### src/rtl/pipe_skid_stage_if.sv
// ============================================================================
// pipe_skid_stage_if : valid/ready handshake bundle around one elastic stage
// Revision: 1.0
// ============================================================================
`default_nettype none

interface pipe_skid_stage_if #(
  parameter int WIDTH = 8
);
  logic             flush;
  logic             in_valid;
  logic [WIDTH-1:0] in_data;
  logic             in_ready;
  logic             out_valid;
  logic [WIDTH-1:0] out_data;
  logic             out_ready;
  logic [1:0]       occupancy;

  // Environment side: produces upstream words and consumes downstream ones.
  modport master (
    output flush, in_valid, in_data, out_ready,
    input  in_ready, out_valid, out_data, occupancy
  );

  // Stage side.
  modport slave (
    input  flush, in_valid, in_data, out_ready,
    output in_ready, out_valid, out_data, occupancy
  );
endinterface

`default_nettype wire

### src/rtl/pipe_skid_stage.sv
// ============================================================================
// pipe_skid_stage : two-entry elastic stage (main + skid) with registered ready
// Revision: 1.0
// ============================================================================
`default_nettype none

module pipe_skid_stage #(
  parameter int WIDTH = 8
) (
  input  wire                 clk,
  input  wire                 reset,
  pipe_skid_stage_if.slave    bus
);

  typedef enum logic [1:0] {
    ST_EMPTY = 2'd0,
    ST_ONE   = 2'd1,
    ST_FULL  = 2'd2
  } state_t;

  state_t           r_state;
  state_t           w_state_nxt;
  logic [WIDTH-1:0] r_main;
  logic [WIDTH-1:0] r_skid;
  logic             r_in_ready;

  logic             w_in_fire;
  logic             w_out_fire;
  logic             w_main_from_in;
  logic             w_main_from_skid;
  logic             w_skid_from_in;

  assign w_in_fire  = bus.in_valid & r_in_ready;
  assign w_out_fire = (r_state != ST_EMPTY) & bus.out_ready;

  always_comb begin
    w_state_nxt      = r_state;
    w_main_from_in   = 1'b0;
    w_main_from_skid = 1'b0;
    w_skid_from_in   = 1'b0;
    unique case (r_state)
      ST_EMPTY: begin
        if (w_in_fire) begin
          w_main_from_in = 1'b1;
          w_state_nxt    = ST_ONE;
        end
      end
      ST_ONE: begin
        if (w_in_fire && w_out_fire) begin
          w_main_from_in = 1'b1;
        end else if (w_in_fire) begin
          w_skid_from_in = 1'b1;
          w_state_nxt    = ST_FULL;
        end else if (w_out_fire) begin
          w_state_nxt    = ST_EMPTY;
        end
      end
      ST_FULL: begin
        if (w_out_fire) begin
          w_main_from_skid = 1'b1;
          w_state_nxt      = ST_ONE;
        end
      end
      default: w_state_nxt = ST_EMPTY;
    endcase
    // Flush drops whatever is held and any word arriving on the same edge;
    // data registers keep their contents, only occupancy is cleared.
    if (bus.flush) begin
      w_state_nxt      = ST_EMPTY;
      w_main_from_in   = 1'b0;
      w_main_from_skid = 1'b0;
      w_skid_from_in   = 1'b0;
    end
  end

  always_ff @(posedge clk) begin
    if (reset) begin
      r_state    <= ST_EMPTY;
      r_main     <= '0;
      r_skid     <= '0;
      r_in_ready <= 1'b1;
    end else begin
      r_state    <= w_state_nxt;
      r_in_ready <= (w_state_nxt != ST_FULL);
      if (w_main_from_in) begin
        r_main <= bus.in_data;
      end else if (w_main_from_skid) begin
        r_main <= r_skid;
      end
      if (w_skid_from_in) begin
        r_skid <= bus.in_data;
      end
    end
  end

  // Ready is a flop output; reset only gates it so upstream sees 0 while held.
  assign bus.in_ready  = r_in_ready & ~reset;
  assign bus.out_valid = (r_state != ST_EMPTY);
  assign bus.out_data  = r_main;
  assign bus.occupancy = r_state;

endmodule

`default_nettype wire

### src/flat_wrapper.sv
// flat-port wrapper written by rule: the top's interface ports become plain ports
module pipe_skid_stage_flat 
#(
  parameter int WIDTH = 8
)
  (clk, reset, bus_flush, bus_in_valid, bus_in_data, bus_out_ready, bus_in_ready, bus_out_valid, bus_out_data, bus_occupancy);
  pipe_skid_stage_if #(.WIDTH(WIDTH)) bus_i ();
  input  wire clk;
  input  wire reset;
  input wire logic [$bits(bus_i.flush)-1:0] bus_flush;
  input wire logic [$bits(bus_i.in_valid)-1:0] bus_in_valid;
  input wire logic [$bits(bus_i.in_data)-1:0] bus_in_data;
  input wire logic [$bits(bus_i.out_ready)-1:0] bus_out_ready;
  output wire logic [$bits(bus_i.in_ready)-1:0] bus_in_ready;
  output wire logic [$bits(bus_i.out_valid)-1:0] bus_out_valid;
  output wire logic [$bits(bus_i.out_data)-1:0] bus_out_data;
  output wire logic [$bits(bus_i.occupancy)-1:0] bus_occupancy;
  assign bus_i.flush = bus_flush;
  assign bus_i.in_valid = bus_in_valid;
  assign bus_i.in_data = bus_in_data;
  assign bus_i.out_ready = bus_out_ready;
  assign bus_in_ready = bus_i.in_ready;
  assign bus_out_valid = bus_i.out_valid;
  assign bus_out_data = bus_i.out_data;
  assign bus_occupancy = bus_i.occupancy;
  pipe_skid_stage #(.WIDTH(WIDTH)) u_core (.clk(clk), .reset(reset), .bus(bus_i));
endmodule
### config.mk
export PLATFORM = sky130hd
export DESIGN_NAME = pipe_skid_stage_flat
export DESIGN_NICKNAME = d
export VERILOG_FILES = /design/src/rtl/pipe_skid_stage_if.sv /design/src/rtl/pipe_skid_stage.sv /design/src/flat_wrapper.sv
export SDC_FILE = /design/constraint.sdc
export NUM_CORES = 1
export LEC_CHECK = 0
export CAP_MARGIN = 5
export CORE_UTILIZATION = 49
export DETAILED_ROUTE_END_ITERATION = 8
export PLACE_DENSITY = 0.93
export SYNTH_ARGS = -nofsm -noshare
export SYNTH_HDL_FRONTEND = slang
export SYNTH_SLANG_ARGS = --single-unit
### constraint.sdc
create_clock -name clk -period 4.6 [get_ports clk]
set_input_delay 0.92 -clock clk [delete_from_list [all_inputs] [get_ports clk]]
set_output_delay 0.92 -clock clk [all_outputs]
set_load 0.03 [all_outputs]
==> out/qor.txt <==
DRT iter0 DRCs - 3
Final Hold Vio Count - 0
Most frequent cells in the layout - clkdlybuf4s50_1, dfxtp_1, nor2_1
Relative slew slack - 0.574
I/O pin count - 25
R2r setup slk - 2.88 ns
Root buf cell - clkbuf_4
Max rail drop VDD - 0.191 mV
P_leak - 0.000440 uW
TNS Setup - 0 ns
Via/cell ratio - 5.18
Commonest non-fill, non-tap cell in the layout - clkdlybuf4s50_1
TritonCTS clock tree - done
# setup viols final - 0
Routed WL - 1540 um
Global placer's final weighted congestion - 0.665
Post-DRT Antenna Nets - 0
Skew final - 0.00120 ns
Die Wd - 44.3 um
Fillcell total - 126
Die Y - 44.3 um
Initial Util - 0.550
Hpwl dp - 1100 um
# clock sinks - 19
Area share of the largest cell type after synthesis - 0.434
Fmax - 0.328 GHz
First-pass GRT wire length - 2550 um
Type of the worst setup path - input pin to output port
Grt ovf - 0
Max Slew Vio Count - 0
Final nets - 119
Outcome - completed
Least-Margin Pin Slew - 0.639 ns
Worst-Skew Late Latency - 0.28 ns
RSZ-0062 raised after global routing - false
Vias in the first global route - 640
Synth warnings - 0
Area of the multi-input gates - 429 um^2
FP Rows - 14
Largest net degree at the start of global routing - 20
Synthesized area - 877 um^2
Initial antenna violation count - 0
Post-synth cell types - 21
Max FO, Critical Path - 2
Max H-tree Level - 1
Register area - 380 um^2
Mapped Cells - 82
Port bufs - 24
WL per Instance - 11.9 um
Util after Layout - 0.699
Fin crit share - 0.662
Drt drc - 0
Synthesis-stage register bit count - 19
Vias post-DR - 668
Post-CTS resize count - 0
Clock transition at path regs - 0.10 ns
P&R area growth vs syn - 27.0%
Seq/Total Area, Yosys - 0.434
Layout cell share with drive strength beyond 1 - 0.143
Core box area - 1590 um^2
Longest Clk Path Bufs - 2
Pre-antenna DRT Iters - 4
CTS Buf Count - 3
Startpoint types - input pin
Syn_nets - 95
Min-delay worst type - flop to flop
Worst EP required - 3.68 ns
Avg Cell Area, Syn - 10.7 um^2
Post-CTS Setup Repair Bufs - 0
All-Layer GR Usage - 0.177
CP arrival - 2.12 ns
Area contributors post-synth - dfxtp_1, mux2i_1, a211oi_2
Hold Buf Count CTS - 0
Area leader, netlist - dfxtp_1
Hold_ws - 0.506 ns
Crit path time final - 3.04 ns
Max-cap violations - 0
CP Capture Type - output port
DIE AREA - 1960 um^2
Ant. Diodes - 0
PwrDens - 282 nW/um^2
[sequential cells by signal (all words and copies together) (netlist names)]
| register | count |
|---|---|
| u_core.bus.occupancy | 2 |
| u_core.bus.out_data | 8 |
| u_core.r_in_ready | 1 |
| u_core.r_skid | 8 |
[metrics by stage]
stage          power, uW  cell area (um^2)  worst slack [ns]  std cells
5_1_grt              330              1110              1.48        129
3_5_place_dp         238              1090              1.55        125
3_3_place_gp         237              1090              1.57        125
4_1_cts              318              1110              1.55        129
6_report             314              1110              1.56        129
2_1_floorplan        215               877              2.19         82
[critical path, cell delays in order]
cell and delay [ns]:
clkdlybuf4s50_1 0.42, nor2b_1 0.11, clkdlybuf4s50_1 0.68
[cells in the mapped netlist, drive strengths merged]
library cell,n
a211oi,9
o21bai,1
nor2,18
nand2b,1
and3b,1
buf,5
mux2i,16
a21oi,2
nand2,1
nor2b,2
or4,2
o21ai,1
or2,1
nor4,1
dlygate4sd1,1
dfxtp,19
or4b,1
[logic make-up after synthesis]
group,synth area share
buffers and inverters,0.0770
AO/OA/AOI/OAI,0.148
multiplexers,0.183
AND/OR/NAND/NOR,0.158
flip-flops,0.434
[layout make-up]
cell class / count / share of cell area
Clock buffer: 4 / 0.0236
Timing Repair Buffer: 25 / 0.222
Tap cell: 24 / 0.0270
Multi-Input combinational cell: 57 / 0.385
Sequential cell: 19 / 0.342
[path summary, 6_finish.rpt]
path,start,endpoint,depth (start not counted)
worst max-delay path,reset,bus_in_ready,3
worst max register to register,u_core.r_in_ready,u_core.bus.out_data[7],4
worst min register to register,u_core.r_skid[3],u_core.r_skid[3],2
worst min-delay path,u_core.r_skid[3],u_core.r_skid[3],2
[layer usage]
metal  global-route usage  routed length (um)  up-vias
met2                0.326                 741       18
met1                0.191                 708      312
met3               0.0408                  71        2
li1                     -                   -      336
met5                    0                   0        -
met4               0.0727                  20        0
[power by group]
| group | leakage (uW) | internal [uW] | switching, uW |
|---|---|---|---|
| Clock | 0.0000150 | 33.6 | 45.5 |
| Sequential | 0.000155 | 171 | 3.36 |
| Combinational | 0.000271 | 29.2 | 31.4 |
| Total | 0.000440 | 233 | 80.3 |
No activity file was read; power rests on OpenSTA's default activity.
